$ cat config.mk
export PLATFORM = sky130hd
export DESIGN_NAME = tile_cmd_sequencer
export DESIGN_NICKNAME = d
export VERILOG_FILES = /design/src/rtl/tile_cmd_sequencer.sv
export SDC_FILE = /design/constraint.sdc
export NUM_CORES = 1
export LEC_CHECK = 0
export ABC_AREA = 1
export CAP_MARGIN = 20
export CORE_MARGIN = 3
export CORE_UTILIZATION = 46
export DETAILED_ROUTE_END_ITERATION = 16
export PLACE_DENSITY_LB_ADDON = 0.15
export SLEW_MARGIN = 20
export SYNTH_ARGS = -nofsm -noshare
export SYNTH_HDL_FRONTEND = slang
export SYNTH_SLANG_ARGS = --single-unit
$ cat constraint.sdc
create_clock -name clk -period 4.8 [get_ports clk]
set_clock_uncertainty 0.05 [all_clocks]
set_input_delay 0.72 -clock clk [delete_from_list [all_inputs] [get_ports clk]]
set_output_delay 0.72 -clock clk [all_outputs]
set_load 0.02 [all_outputs]
$ cat src/rtl/tile_cmd_sequencer.sv
// Tile command sequencer: queues descriptors in a small FIFO and expands each
// one into repeat+1 command flits toward the tile controller. It also captures
// response flits and keeps saturating flit/response counters.
module tile_cmd_sequencer #(
  parameter int unsigned NOC_FLIT_W = 64,
  parameter int unsigned FIFO_DEPTH = 4
) (
  input  logic                          clk,
  input  logic                          rst,
  input  logic [NOC_FLIT_W+7:0]         desc_in,
  input  logic                          desc_valid,
  output logic                          desc_ready,
  output logic [NOC_FLIT_W-1:0]         ctrl_flit_out,
  output logic                          ctrl_valid_out,
  input  logic                          ctrl_ready_in,
  input  logic [NOC_FLIT_W-1:0]         resp_flit_in,
  input  logic                          resp_valid_in,
  input  logic                          cnt_clear,
  output logic [NOC_FLIT_W-1:0]         resp_flit_last,
  output logic [15:0]                   flit_count,
  output logic [15:0]                   resp_count,
  output logic [$clog2(FIFO_DEPTH):0]   fifo_level,
  output logic                          seq_busy
);

  localparam int unsigned AW = $clog2(FIFO_DEPTH);
  localparam logic [AW:0] LevelFull = (AW+1)'(FIFO_DEPTH);

  localparam logic [0:0] StIdle  = 1'b0;
  localparam logic [0:0] StIssue = 1'b1;

  logic [NOC_FLIT_W+7:0] mem_q [FIFO_DEPTH];
  logic [AW-1:0]         wr_ptr_q, rd_ptr_q;
  logic [AW:0]           level_q;
  logic [0:0]            state_q, state_d;
  logic [7:0]            rep_q, rep_d;
  logic [NOC_FLIT_W-1:0] flit_q, flit_d;
  logic [NOC_FLIT_W-1:0] resp_last_q;
  logic [15:0]           flit_cnt_q, resp_cnt_q;
  logic                  push, pop, hs;
  logic [NOC_FLIT_W+7:0] head;
  logic                  fifo_nonempty;

  assign desc_ready     = (level_q != LevelFull);
  assign fifo_nonempty  = (level_q != '0);
  assign push           = desc_valid && desc_ready && !rst;
  assign head           = mem_q[rd_ptr_q];
  assign ctrl_valid_out = (state_q == StIssue);
  assign hs             = ctrl_valid_out && ctrl_ready_in;

  // Issue FSM next-state: pop/load descriptors and walk the repeat counter
  always_comb begin
    state_d = state_q;
    rep_d   = rep_q;
    flit_d  = flit_q;
    pop     = 1'b0;
    unique case (state_q)
      StIdle: begin
        if (fifo_nonempty) begin
          pop     = 1'b1;
          flit_d  = head[NOC_FLIT_W-1:0];
          rep_d   = head[NOC_FLIT_W +: 8];
          state_d = StIssue;
        end
      end
      StIssue: begin
        if (ctrl_ready_in) begin
          if (rep_q != 8'd0) begin
            rep_d = rep_q - 8'd1;
            // Bank-address stepping only for the two burst opcodes
            if (flit_q[63:56] == 8'h10 || flit_q[63:56] == 8'h11) begin
              flit_d[47:36] = flit_q[47:36] + 12'd1;
            end
          end else if (fifo_nonempty) begin
            pop    = 1'b1;
            flit_d = head[NOC_FLIT_W-1:0];
            rep_d  = head[NOC_FLIT_W +: 8];
          end else begin
            state_d = StIdle;
          end
        end
      end
      default: state_d = StIdle;
    endcase
  end

  // Descriptor storage; pointers reset separately, contents need no reset
  always_ff @(posedge clk) begin
    if (push) begin
      mem_q[wr_ptr_q] <= desc_in;
    end
  end

  // FIFO pointers and occupancy
  always_ff @(posedge clk) begin
    if (rst) begin
      wr_ptr_q <= '0;
      rd_ptr_q <= '0;
      level_q  <= '0;
    end else begin
      if (push) wr_ptr_q <= wr_ptr_q + AW'(1);
      if (pop)  rd_ptr_q <= rd_ptr_q + AW'(1);
      if (push && !pop)      level_q <= level_q + (AW+1)'(1);
      else if (pop && !push) level_q <= level_q - (AW+1)'(1);
    end
  end

  // FSM state, repeat counter and outgoing flit register
  always_ff @(posedge clk) begin
    if (rst) begin
      state_q <= StIdle;
      rep_q   <= 8'd0;
      flit_q  <= '0;
    end else begin
      state_q <= state_d;
      rep_q   <= rep_d;
      flit_q  <= flit_d;
    end
  end

  // Response capture and saturating counters; clear beats increment
  always_ff @(posedge clk) begin
    if (rst) begin
      resp_last_q <= '0;
      flit_cnt_q  <= 16'd0;
      resp_cnt_q  <= 16'd0;
    end else begin
      if (resp_valid_in) resp_last_q <= resp_flit_in;
      if (cnt_clear) begin
        flit_cnt_q <= 16'd0;
        resp_cnt_q <= 16'd0;
      end else begin
        if (hs && flit_cnt_q != 16'hFFFF)            flit_cnt_q <= flit_cnt_q + 16'd1;
        if (resp_valid_in && resp_cnt_q != 16'hFFFF) resp_cnt_q <= resp_cnt_q + 16'd1;
      end
    end
  end

  assign ctrl_flit_out  = flit_q;
  assign resp_flit_last = resp_last_q;
  assign flit_count     = flit_cnt_q;
  assign resp_count     = resp_cnt_q;
  assign fifo_level     = level_q;
  assign seq_busy       = (state_q == StIssue) || fifo_nonempty;

endmodule

==> results summary, run 1 <==
The total number of yosys warnings is 0. The final setup TNS is 0 ns. After the first detailed-routing iteration, the DRC count stood at about 910. The number of global-route vias before repair came to approximately 13k. The die is 206 um tall. The number of fill cells is 3,279. The clock insertion delay at the later pin of the skew report came out at 0.58 ns.

The number of hold-repair buffers added at the cts stage came out at 0. The final route contains 14.0k vias. The count of nets left with antenna violations once routing finished came out at 0. The number of I/O pins came out at 308. The setup slack of the most critical reg-to-reg path came out at 2.03 ns. The maximum level of the CTS H-tree is 2. The detail-routed via count per cell came out at 5.28. The area of combinational cells with multiple inputs came out at 5420 um2.

The final count of negative-setup-slack endpoints came out at 0. The area of placed instances came out at 21,800 um2. In this run the worst path has a maximum fanout of 24. The starting utilization of the core area came out at 47.0%.

The terminus of the critical flop-to-flop path is rep_q[1]. The number of cell rows is 72. The synthesized area divided by synthesized cell count is 10.0 um2. The total area inside the core boundary comes to 39,000 um2.

Clock-pin slew was measured on the worst setup and hold paths at about 0.06 ns. The most frequent standard cell in the layout excluding fill and tap cells is sky130_fd_sc_hd__nor2_1. The final design utilization came out at 60.0%. The routed length per placed instance came out at about 18 um. In this run the tightest slew margin relative to its limit is 28.9%. The cell area after layout is 23,400 um2. The share of the yosys chip area belonging to registers came out at 66.6%. The final-report hold violation count was 0. The worst voltage drop across the vdd grid is 0.337 mV. The netlist area before placement is roughly 18,000 um2.

The total track usage is 21.8%. The first global-routing pass estimated about 73,000 um of wire. The count of maximum capacitance violations is 0. The max-slew violation count is 0. The relative area change from synthesis to final layout is 27.6%.

Dividing the final minimum period by the clock period gives between 70% and 80%. For this design, the sink count on the clock tree is 466. The worst hold path belongs to the class flop to flop. Summed over all layers, the routed wires come to 47,800 um. In this run, post-CTS repair resized a total of 0 instances. The post-detailed-placement half-perimeter wirelength is 30,200 um.

The flip-flop and latch count after synthesis came out at 466. The area of the die is 42,300 um2. The post-detailed-route DRC marker count came out at 0. The critical path in this run is classified as flop to output port. The flow ran to the end, and the final reports show no timing, DRC or antenna violations. The analysis attributes to cell leakage a power of around 0.0083 uW. The maximum achievable frequency came out at 297 MHz. Entering global routing, the biggest net connects 91 pins.

Measured along the x axis, the die boundary spans 206 um. Setup repair after global routing left no endpoint under its margin. The share of cells above drive strength 1 came out at 5.28%. Data on the critical path is required at its endpoint by 4.03 ns.

The count of input and output buffers came out at 307. The measured slew at the worst slew-check pin came out at 1.07 ns. The initial antenna violation count came out at 3.

The root buffer cell is sky130_fd_sc_hd__clkbuf_16. Power spread over the standard cell area amounts to 546 nW/um2. Following the worst setup path forward leads to its endpoint at seq_busy.

The cell count after synthesis came out at 1,828. The number of cells traversed by the worst register-to-register path is 6. STA classifies the critical path startpoint as a flop. The data arrival at the endpoint of the critical path came out at 2.60 ns. The number of setup buffers added after CTS is 0. The aggregate global routing overflow is 0. TritonCTS built the clock tree. The number of nets produced by synthesis is 1,981. Leaving out fill and tap cells, the most frequent cells in the layout are 427 x sky130_fd_sc_hd__nor2_1, 306 x sky130_fd_sc_hd__clkdlybuf4s50_1, 288 x sky130_fd_sc_hd__edfxtp_1, 234 x sky130_fd_sc_hd__o21ai_0, 214 x sky130_fd_sc_hd__nand2_1. In this run the worst setup path begins at fifo_level[0].

The net count of the finished layout is 2,256. The longest clock path from root to sink contains 3 buffers. The number of distinct library cell variants in the gate-level netlist after synthesis is 34. The number of buffers created by CTS is 48. The shortest clock period the worst path allows after layout is 3.37 ns. The final RePlAce weighted congestion came out at 0.859. Summing all flip-flop and latch instances after layout gives 12,200 um2. The worst setup path is captured at an output port. The number of optimization iterations in the first detailed-route pass came out at 5.
## area by class of cell
class                   count  share of cell area [%]
diodes                      2                  0.0214
repair buffers            328                    13.9
flip-flops and latches    466                    52.2
clock buffers              70                    5.87
clock inverters            19                   0.892
multi-input cells        1183                    23.2
well taps                 518                    2.77
inverters                  76                    1.24
## per-stage QoR
stage | setup WS [ns] | hold WS (ns) | power (uW) | std cells
final | 1.43 | 0.418 | 12800 | 2662
after global routing | 1.26 | 0.456 | 13500 | 2662
after CTS | 1.38 | 0.419 | 12900 | 2659
after detailed placement | 1.43 | 0.411 | 9170 | 2570
after global placement | 1.47 | 0.410 | 9100 | 2570
after floorplan | 0.0818 | 0.420 | 7640 | 1828
## flip-flops by register name (all words and copies together), names as in the netlist, named ones only
signal          count
wr_ptr_q            2
fifo_level          3
flit_count         16
rep_q               8
mem_q             288
ctrl_valid_out      1
rd_ptr_q            2
ctrl_flit_out      64
resp_flit_last     64
resp_count         16
## layer usage
metal / global-route usage (%) / wire, um / vias up
met5: 0 / 0 / -
met4: 8.03 / 1260 / 0
met3: 4.14 / 3510 / 77
met2: 36.0 / 22600 / 467
met1: 28.8 / 20500 / 6699
li1: - / - / 6805
## logic make-up after synthesis
logic type      count (synthesis)  share of synthesized area (%)
compound gates                367                           10.5
xor+xnor                       14                          0.668
fa+ha+maj                      11                          0.791
buf+inv                       179                           4.04
flops                         466                           66.6
simple gates                  791                           17.4
## synth_stat cells
cell type                  count  area [um2]
sky130_fd_sc_hd__nor2_1      431        1620
sky130_fd_sc_hd__edfxtp_1    288        8650
sky130_fd_sc_hd__o21ai_0     234        1170
sky130_fd_sc_hd__nand2_1     214         803
sky130_fd_sc_hd__dfxtp_1     178        3560
sky130_fd_sc_hd__nand3_1     114         571
sky130_fd_sc_hd__inv_1        70         263
sky130_fd_sc_hd__clkbuf_1     68         255
sky130_fd_sc_hd__o22ai_1      55         344
sky130_fd_sc_hd__a21oi_1      48         240
sky130_fd_sc_hd__o21ai_1      24         120
sky130_fd_sc_hd__buf_2        23         115
sky130_fd_sc_hd__nor3_1       12        60.1
sky130_fd_sc_hd__ha_1         10         125
sky130_fd_sc_hd__xor2_1       10        87.6
sky130_fd_sc_hd__nand4_1       8        50.1
sky130_fd_sc_hd__buf_1         6        22.5
sky130_fd_sc_hd__buf_6         5        56.3
sky130_fd_sc_hd__nand3b_1      4        30.0
sky130_fd_sc_hd__xnor2_1       4        35.0
sky130_fd_sc_hd__clkinv_1      3        11.3
sky130_fd_sc_hd__inv_2         3        11.3
sky130_fd_sc_hd__o211ai_1      3        22.5
sky130_fd_sc_hd__nor2_2        2        12.5
sky130_fd_sc_hd__nor3b_1       2        15.0
sky130_fd_sc_hd__a211oi_1      1        7.51
sky130_fd_sc_hd__buf_4         1        7.51
sky130_fd_sc_hd__fa_1          1        20.0
sky130_fd_sc_hd__nand2_2       1        6.26
sky130_fd_sc_hd__nand3_2       1        10.0
sky130_fd_sc_hd__nor2_4        1        11.3
sky130_fd_sc_hd__o21ai_2       1        8.76
sky130_fd_sc_hd__o21ai_4       1        16.3
sky130_fd_sc_hd__or2_2         1        6.26
## power breakdown
part / internal (uW) / leakage [uW] / switching (uW)
logic: 1440 / 0.00348 / 2500
registers: 4760 / 0.00408 / 390
clock network: 2160 / 0.000778 / 1530
total: 8360 / 0.00834 / 4410
## critical path: stages (launching register included)
cell                              delay (ns)
sky130_fd_sc_hd__dfxtp_1                0.42
sky130_fd_sc_hd__nor2_1                 0.09
sky130_fd_sc_hd__nand2_1                0.06
sky130_fd_sc_hd__buf_4                  0.29
sky130_fd_sc_hd__inv_1                  0.34
sky130_fd_sc_hd__nand2_1                0.20
sky130_fd_sc_hd__clkdlybuf4s50_1        0.62
## worst min-delay path by stage
stage                            from                 to  slack, ns  cells after the start
floorplan                 rd_ptr_q[1]               flop       0.42                      2
global placement    ctrl_flit_out[60]  ctrl_flit_out[60]       0.41                      2
detailed placement  ctrl_flit_out[60]  ctrl_flit_out[60]       0.41                      2
CTS                 ctrl_flit_out[60]  ctrl_flit_out[60]       0.42                      2
global route        ctrl_flit_out[60]  ctrl_flit_out[60]       0.46                      2
finish              ctrl_flit_out[60]  ctrl_flit_out[60]       0.42                      2
No activity file was read; power rests on OpenSTA's default activity.
==> run 2, diff against run 1 <==
Clock period 4.8 ns to 3 ns, I/O delays scaled along.
==> run 2 against run 1 <==
Against the previous run: wire length shrank 0.71%; clock power grew 63%; register-to-register slack lost 1.3 ns; critical path depth shrank 1; count of clock-buffer cells in the layout grew 9; critical endpoint unchanged.
==> results summary, run 2 (synthesis gave the netlist of run 1 again) <==
The clock insertion delay at the later pin of the skew report was 0.59 ns (was 0.58 ns). The total vias in the final route came to 14.0k (about the same). The part of the cycle the worst path needs came out at 83.5%. The area of the die is 42,300 um2 (unchanged).

The storage element area is 12,200 um2 (unchanged). The final count of negative-setup-slack endpoints is 0 (unchanged). The max-slew violation count was 0 (unchanged).

Top library cells by usage in the layout, fill and taps aside: 427 x sky130_fd_sc_hd__nor2_1, 306 x sky130_fd_sc_hd__clkdlybuf4s50_1, 288 x sky130_fd_sc_hd__edfxtp_1, 234 x sky130_fd_sc_hd__o21ai_0, 214 x sky130_fd_sc_hd__nand2_1 (unchanged). The final-report hold violation count came to 0 (unchanged). The total track usage was 22.0% (was 21.8%). The register with the highest flop count is mem_q (unchanged). The internal cell power is 13,600 uW (was 8360 uW). The number of I/O pins came out at 308 (unchanged). The clock transition at the register clock pins on the worst setup and hold paths after CTS came out at 0.06 ns (about the same). The final RePlAce weighted congestion is 0.887 (was 0.859). The power density over the cells came out at 875 nW/um2 (was 546 nW/um2). The number of hold-repair buffers added at the cts stage is 0 (unchanged). The data arrival at the endpoint of the critical path came out at 2.01 ns (was 2.60 ns). The detailed route wirelength on metal2 is 22,300 um (was 22,600 um). The setup slack of the most critical reg-to-reg path is 0.72 ns (was 2.03 ns). The number of global-route vias before repair was 13.2k (was 13.4k). The TritonCTS clock tree is built (unchanged).

The final critical-path setup slack is 0.494 ns (was 1.43 ns). The global-route wire length before repair came out at 73,400 um (was 72,900 um). The final layout net count came out at 2,270 (was 2,256). Status: complete, no violations (unchanged). The critical path buffer and inverter count came to 2 (was 3). The worst register-to-register path begins at resp_count[0]. The critical path start-end classification is flop to output port (unchanged). Critical Path, Cell by Cell: nor2_1 > nand2_1 > inv_1 > nand2_1 > clkdlybuf4s50_1 (was nor2_1 > nand2_1 > buf_4 > inv_1 > nand2_1 > clkdlybuf4s50_1). The static power due to leakage is 0.00844 uW (was 0.00834 uW). The origin of the worst min-delay path is resp_valid_in (was ctrl_flit_out[60]).

The required arrival time at the worst endpoint came to 2.50 ns (was 4.03 ns). Unrepaired setup endpoints after global routing: false (unchanged). The vertical die dimension is 206 um (unchanged). The area of the core region was 39,000 um2 (unchanged). The kind of start point of the critical path is a flop (unchanged). The fraction of power spent switching nets came to 34.0% (was 34.6%).

The terminating pin of the worst hold path is resp_count[9] (was ctrl_flit_out[60]). The kind of cell adding the most delay to the critical path is buffers and inverters (unchanged). The starting utilization of the core area was 47.0% (unchanged). The cell count after placement came out at 2,584 (was 2,570). The post-layout instance count excluding filler cells was 2,680 (was 2,662). The flip-flop count of the largest register after layout came out at 288 (unchanged).

The worst-case headroom to the max-slew limit came out at 41.4% (was 28.9%). The DRC marker count from the first detailed-route iteration was 1,015 (was 907). The number of fill cells was 3,226 (was 3,279). The cell with the biggest individual delay on the critical path is sky130_fd_sc_hd__clkdlybuf4s50_1 (unchanged). The relative area change from synthesis to final layout is 28.9% (was 27.6%). The path class of the lowest-slack min-delay path was input port to flop (was flop to flop). The met3 wire length came out at 3680 um (was 3510 um). The share of cells above drive strength 1 was 5.84% (was 5.28%).

The routed length per placed instance is 17.7 um (was 18.0 um). The count of maximum capacitance violations came out at 0 (unchanged). The worst voltage drop across the vdd grid came out at 0.546 mV (was 0.337 mV).

The number of cells traversed by the worst register-to-register path was 9 (was 6). The area of combinational cells with multiple inputs came out at 5420 um2 (unchanged). The aggregate global routing overflow is 0 (unchanged).

The post-detailed-placement half-perimeter wirelength came out at 30,100 um (was 30,200 um). The relative contribution of sequential cells to total power is 39.5% (was 40.3%). The terminus of the critical flop-to-flop path was resp_count[4] (was rep_q[1]). The post-layout total power was 20,700 uW (was 12,800 uW). The highest layer used for signal routing is met5 (was met4). The remaining antenna violation count came out at 0 (unchanged). The setup slack at placement was 0.470 ns (was 1.43 ns). The count of input and output buffers came out at 307 (unchanged). The wire length on met1 came out at 20,100 um (was 20,500 um).

The clock sink count is 466 (unchanged). The sum of routed wire length over all layers is 47,500 um (was 47,800 um). For the finished layout, the period the worst path requires is approximately 2.5 ns. The root buffer cell was sky130_fd_sc_hd__clkbuf_16 (unchanged). The maximum fanout along the worst path is 4 (was 24). The maximum level of the CTS H-tree is 2 (unchanged). The critical path's largest stage delay was 0.62 ns (about the same). The number of buffers created by CTS came out at 49 (was 48). Derived from the worst setup path, the maximum achievable clock frequency is 399 MHz. The type of destination of the critical path was an output port (unchanged).

The hold path depth is 5 (was 2). The most frequent standard cell in the layout excluding fill and tap cells is sky130_fd_sc_hd__nor2_1 (unchanged). The initial antenna violation count is 6 (was 3). The detail-routed via count per cell is 5.23 (was 5.28). The number of gates resized after CTS is 0 (unchanged). The number of setup buffers added after CTS came out at 0 (unchanged). The measured slew at the worst slew-check pin is 0.879 ns (was 1.07 ns). The most used cell along the critical path is sky130_fd_sc_hd__nand2_1 (unchanged).

The switching power is 7040 uW (was 4410 uW). The combinational group share of total power came out at 31.4% (was 30.8%). The post-detailed-route DRC marker count is 0 (unchanged). The buffer depth of the longest clock path is 3 (unchanged).

The number of optimization iterations in the first detailed-route pass came to 5 (unchanged). The number of cell rows is 72 (unchanged). The maximum number of pins on one net before global-route repair came out at 144 (was 91). The x dimension of the die was 206 um (unchanged).

The beginning of the critical path is fifo_level[0] (unchanged). The clock network fraction of design power was 29.1% (was 28.9%).
[run 2: changes by cell type in the layout (fill, tap and decap cells not counted), moves of 2 or more]
cell	previous run	this run
sky130_fd_sc_hd__buf_12	2	9
sky130_fd_sc_hd__clkbuf_1	14	21
sky130_fd_sc_hd__buf_4	19	25
sky130_fd_sc_hd__clkinv_1	6	2
sky130_fd_sc_hd__clkbuf_8	7	9
sky130_fd_sc_hd__diode_2	2	4
[run 2: per-layer routing]
metal,vias to the layer above,global-route usage (%)
met5,-,0
met4,6,8.05
met3,85,4.86
met2,452,36.0
met1,6609,28.8
li1,6861,-
[run 2: final cells by class]
| type | count | area share [%] |
|---|---|---|
| Timing Repair Buffer | 341 | 14.5 |
| Clock inverter | 13 | 0.794 |
| Clock buffer | 79 | 6.04 |
| Tap cell | 518 | 2.74 |
| Inverter | 76 | 1.22 |
| Multi-Input combinational cell | 1183 | 22.9 |
| Antenna cell | 4 | 0.0423 |
| Sequential cell | 466 | 51.7 |
[run 2: power by group through the flow]
stage / combinational [uW] / clock [uW] / sequential (uW)
global placement: 6430 / 0 / 8290
detailed placement: 6530 / 0 / 8300
CTS: 6560 / 6160 / 8170
global route: 7210 / 6410 / 8250
floorplan: 3480 / 0 / 8740
finish: 6500 / 6010 / 8170
[run 2: worst max path at each step]
stage               slack, ns  depth (start not counted)      endpoint
global placement         0.45                          6  mem_q[2][20]
CTS                      0.43                          5      seq_busy
detailed placement       0.47                          6  mem_q[0][20]
floorplan               -0.54                          6   mem_q[0][0]
global route             0.39                          5      seq_busy
finish                   0.49                          5      seq_busy
[run 2: through the flow]
| stage | area (um2) | hold WS [ns] | TNS (ns) | util [%] |
|---|---|---|---|---|
| final | 23600 | 0.328 | 0 | 60.6 |
| after detailed placement | 22000 | 0.421 | 0 | 56.4 |
| after global placement | 22000 | 0.411 | 0 | 56.4 |
| after floorplan | 18400 | 0.420 | -154.20 | - |
| after CTS | 23600 | 0.278 | 0 | 60.6 |
| after global routing | 23600 | 0.337 | 0 | 60.6 |
[run 2: tightest hold or removal path: cells and delay by family]
family | cells | cell delay [ns]
buffers and inverters | 2 | 0.14
AND/OR/NAND/NOR | 2 | 0.24
AO/OA/AOI/OAI | 1 | 0.06
==> run 3, diff against run 2 <==
Clock period 3 ns to 2.1 ns, I/O delays scaled along.
==> run 3 against run 2 <==
Against the previous run: die area did not move; worst setup slack got worse by 0.43 ns; combinational power grew 49%; flip-flop and latch count unchanged; worst hold slack got worse by 0.20 ns; register-to-register slack got worse by 0.55 ns; final area rose by 2.1%; core utilization grew 1.3 points; non-clock buffer count up 21.
==> results summary, run 3 (synthesis gave the netlist of run 1 again) <==
The initial antenna violation count came out at 4 (was 6). The power density over the cells was 1260 nW/um2 (was 875 nW/um2). The final critical-path setup slack came out at 0.0619 ns (was 0.494 ns). The measured slew at the worst slew-check pin came out at 0.683 ns (was 0.879 ns). The setup slack of the most critical reg-to-reg path came to 0.17 ns (was 0.72 ns). The vertical die dimension came to 206 um (unchanged). Top library cells by usage in the layout, fill and taps aside: 425 x sky130_fd_sc_hd__nor2_1, 288 x sky130_fd_sc_hd__edfxtp_1, 283 x sky130_fd_sc_hd__clkdlybuf4s50_1, 233 x sky130_fd_sc_hd__o21ai_0, 210 x sky130_fd_sc_hd__nand2_1 (was 427 x sky130_fd_sc_hd__nor2_1, 306 x sky130_fd_sc_hd__clkdlybuf4s50_1, 288 x sky130_fd_sc_hd__edfxtp_1, 234 x sky130_fd_sc_hd__o21ai_0, 214 x sky130_fd_sc_hd__nand2_1).

The cell with the biggest individual delay on the critical path is sky130_fd_sc_hd__clkdlybuf4s50_1 (unchanged). The beginning of the critical path is ctrl_flit_out[63] (was fifo_level[0]). The maximum fanout along the worst path is 3 (was 4). The area of the die came to 42,300 um2 (unchanged). The static power due to leakage is 0.00893 uW (was 0.00844 uW). The detail-routed via count per cell is 5.23 (about the same).

The count of maximum capacitance violations came out at 0 (unchanged). The required arrival time at the worst endpoint is 1.74 ns (was 2.50 ns). The root buffer cell is sky130_fd_sc_hd__clkbuf_16 (unchanged).

The worst-case headroom to the max-slew limit was 54.5% (was 41.4%). Status: complete, no violations (unchanged). The worst hold slack after final layout is 0.129 ns (was 0.328 ns).

The relative area change from synthesis to final layout is 31.5% (was 28.9%). The critical path buffer and inverter count came to 1 (was 2). The post-detailed-placement half-perimeter wirelength came out at 30,700 um (was 30,100 um).

The data arrival at the endpoint of the critical path came to 1.67 ns (was 2.01 ns). The terminus of the critical flop-to-flop path was fifo_level[2] (was resp_count[4]). The buffer depth of the longest clock path came out at 3 (unchanged). The number of buffers created by CTS came out at 50 (was 49). The clock sink count is 466 (unchanged). The x dimension of the die came out at 206 um (unchanged). The number of setup buffers added after CTS came to 0 (unchanged). Unrepaired setup endpoints after global routing: false (unchanged). The cell area after layout is 24,100 um2 (was 23,600 um2).

The setup slack at placement is -0.0817 ns (was 0.470 ns). The shortest clock period the worst path allows after layout came out at between 2 and 2.5 ns. The clock insertion delay at the later pin of the skew report came out at 0.60 ns (was 0.59 ns).

The flip-flop count of the largest register after layout is 288 (unchanged). The final-report hold violation count is 0 (unchanged). The worst voltage drop across the vdd grid came to 0.915 mV (was 0.546 mV). The final RePlAce weighted congestion came out at 0.892 (was 0.887). The maximum achievable frequency is 491 MHz. The share of cells above drive strength 1 is 7.71% (was 5.84%).

The starting utilization of the core area came out at 47.0% (unchanged). The type of destination of the critical path was an output port (unchanged). The number of logic stages on the critical path including buffering came out at 1 (was 5). The path class of the lowest-slack min-delay path is input port to flop (unchanged).

The DRC marker count from the first detailed-route iteration came out at 1,090 (was 1,015). The maximum level of the CTS H-tree is 2 (unchanged). The TritonCTS clock tree is built (unchanged).

The total track usage came out at 21.8% (was 22.0%). The worst path uses between 90% and 100% of the clock period. The critical path start-end classification was flop to output port (unchanged). The max-slew violation count came out at 0 (unchanged). The count of input and output buffers is 307 (unchanged). The final layout net count is 2,292 (was 2,270). The post-layout total power came out at 30,500 uW (was 20,700 uW). The number of cells traversed by the worst register-to-register path is 13 (was 9). The number of fill cells is 3,132 (was 3,226). The register with the highest flop count was mem_q (unchanged). The final design utilization was 61.9% (was 60.6%). The remaining antenna violation count was 0 (unchanged). The number of I/O pins came to 308 (unchanged).

The kind of start point of the critical path is a flop (unchanged). The global-route wire length before repair is 72,400 um (was 73,400 um). The most frequent standard cell in the layout excluding fill and tap cells is sky130_fd_sc_hd__nor2_1 (unchanged).

The maximum number of pins on one net before global-route repair is 76 (was 144). The area of placed instances came out at 22,300 um2 (was 22,000 um2). The end of the critical path was ctrl_flit_out[63] (was seq_busy). The number of cell rows came out at 72 (unchanged). The number of global-route vias before repair came out at 13.1k (was 13.2k).

The aggregate global routing overflow is 0 (unchanged). The critical register-to-register path startpoint is rep_q[0] (was resp_count[0]). Critical Path, Cell by Cell: clkdlybuf4s50_1 (was nor2_1 > nand2_1 > inv_1 > nand2_1 > clkdlybuf4s50_1). The kind of cell adding the most delay to the critical path was buffers and inverters (unchanged). The total vias in the final route was 14.1k (was 14.0k).

The critical path's largest stage delay is 0.73 ns (was 0.62 ns). The routed length per placed instance came out at 17.7 um (about the same). The number of optimization iterations in the first detailed-route pass came to 5 (unchanged). The final count of negative-setup-slack endpoints came to 0 (unchanged). The clock transition at the register clock pins on the worst setup and hold paths after CTS is 0.06 ns (about the same).

The post-detailed-route DRC marker count is 0 (unchanged). The sum of routed wire length over all layers came to 47,900 um (was 47,500 um). The area of the core region came out at 39,000 um2 (unchanged).
==> run 3: worst min-delay path by stage <==
stage / start / end / slack [ns] / depth (start not counted)
3_5_place_dp: ctrl_flit_out[60] / ctrl_flit_out[60] / 0.42 / 2
3_3_place_gp: ctrl_flit_out[60] / ctrl_flit_out[60] / 0.41 / 2
2_1_floorplan: desc_in[0] / mem_q[0][0] / 0.36 / 0
5_1_grt: resp_valid_in / resp_count[3] / 0.12 / 5
4_1_cts: resp_valid_in / resp_count[3] / 0.09 / 5
6_report: resp_valid_in / resp_count[3] / 0.13 / 5
==> run 3: layout make-up <==
class	count	area (um2)	share of cell area, %
flip-flops and latches	466	12200	50.7
multi-input cells	1183	5460	22.6
repair buffers	362	3740	15.5
clock buffers	70	1410	5.83
well taps	518	648	2.69
clock inverters	23	347	1.44
inverters	76	292	1.21
diodes	3	7.51	0.0311
==> run 3: timing repair <==
action | CTS | global route
hold buffers | 0 | 0
endpoints found under the setup margin | 9 | 22
gates resized for setup | 11 | 21
pin swaps | 0 | 0
==> run 3: metal layers <==
| layer | GRT usage [%] | part of all wire [%] | up-vias |
|---|---|---|---|
| met3 | 5.11 | 7.7 | 82 |
| met5 | 0 | 0.079 | - |
| met1 | 27.9 | 42 | 6677 |
| met2 | 36.5 | 48 | 476 |
| li1 | - | - | 6898 |
| met4 | 7.76 | 2.5 | 6 |
==> run 3: through the flow <==
step / TNS (ns) / cells
after floorplan: -74.95 / 1828
after global placement: -0.0909 / 2605
after detailed placement: -0.227 / 2605
after CTS: 0 / 2698
after global routing: 0 / 2699
final: 0 / 2701
==> run 3: report_power, final <==
group          internal [uW]  switching (uW)
logic                   3720            5960
clock network           5560            3590
registers              10900             770
total                  20200           10300
==> RTL change (config.mk and constraints of run 1) <==
`NOC_FLIT_W`: 64 -> 128.
--- a/src/rtl/tile_cmd_sequencer.sv
+++ b/src/rtl/tile_cmd_sequencer.sv
@@ -4,3 +4,3 @@
 module tile_cmd_sequencer #(
-  parameter int unsigned NOC_FLIT_W = 64,
+  parameter int unsigned NOC_FLIT_W = 128,
   parameter int unsigned FIFO_DEPTH = 4
Ports: changed (resized ctrl_flit_out, desc_in, resp_flit_in and resp_flit_last); port bits go from 308 to 564. The function was not compared with the original's and may differ.
==> RTL change against run 1 <==
Non-clock buffer count increased by 267. Via count grew 70%. Critical path type unchanged. Cell area is 78% higher. Power is 84% higher. Sequential cell count rose by 384. Wire length rose by 91%. Highest routed layer is now met5. Worst setup slack lost 42 ps. Largest power group unchanged. Count of clock-buffer cells in the layout increased by 61. Core utilization rose by 0.46 points. Synthesized area rose by 75%.
==> RTL change: results <==
metrics = {
    "critical_path": {
        "path_max_fanout": 22,
        "regToRegSetupSlack_ps": 1530,
        "r2r_end": "ctrl_flit_out[5]",
        "critical_path_arrival_ps": 2640,
        "slowest_delay_ps": 700,
        "rr_worst_depth": 9,
    },
    "global_route": {
        "use_met2_pct": 40.6,
        "grt_max_degree": 200,
        "grt_use_met1_pct": 29.6,
    },
    "clock_tree": {
        "clkLatencyLatePin_ps": 640,
    },
    "power_and_ir_drop": {
        "pg_seq_w": 0.00944,
        "power.leakage_nw": 14.7,
        "vdd.ir_drop.worst_v": 0.000391,
        "combinationalPowerShare_pct": 29.9,
    },
    "synthesis": {
        "syn_nets": 3271,
        "ys_top_cells_by_area": "edfxtp_1, dfxtp_1, nor2_1, o21ai_0, nand2_1",
        "synth-edff-count": 544,
        "ys_types": 33,
        "synth-adder-area-share_pct": 0.453,
    },
    "finish": {
        "largest_register_ffs": 544,
        "nNetsFinal": 3771,
    },
    "hold_path": {
        "hold_end": "ctrl_flit_out[14]",
        "min-delay-start": "ctrl_flit_out[14]",
    },
    "timing": {
        "max-slew-margin-rel_pct": 30.4,
    },
    "routing": {
        "dr.pass1.iters": 7,
        "avgRoutedWirePerCell_um": 20.3,
    },
    "place": {
        "dpl.hpwl_um": 57200,
    },
    "outcome": {
        "status": "completed",
    },
}
==> RTL change: cell types whose count changed after synthesis, moves of 21 or more <==
cell / delta
nor2_1: +385
o21ai_0: +279
edfxtp_1: +256
dfxtp_1: +128
clkbuf_1: +83
o22ai_1: +63
o21ai_1: -23
nand3_1: -21
==> RTL change: layout make-up <==
type                            count  area (sq um)
Clock buffer                      131          2610
Fill cell                        5573         27200
Tap cell                          931          1160
Timing Repair Buffer              595          6010
Clock inverter                     36           469
Sequential cell                   850         22500
Inverter                           64           265
Multi-Input combinational cell   1890          8590
Antenna cell                       21          52.6
==> RTL change: routing by layer <==
metal	wire (um)	vias to the layer above
met2	45000	743
met3	7010	177
met5	86	-
met1	36200	11600
met4	3240	12
li1	-	11400
==> RTL change: metrics by stage <==
stage,hold WS (ps),instance area (sq um),setup slack (ps),util [%]
floorplan,418,32000,-418,-
global placement,411,38500,1170,55.9
detailed placement,421,38500,1210,55.9
CTS,434,41600,1330,60.4
global route,463,41600,1250,60.5
finish,432,41600,1390,60.5
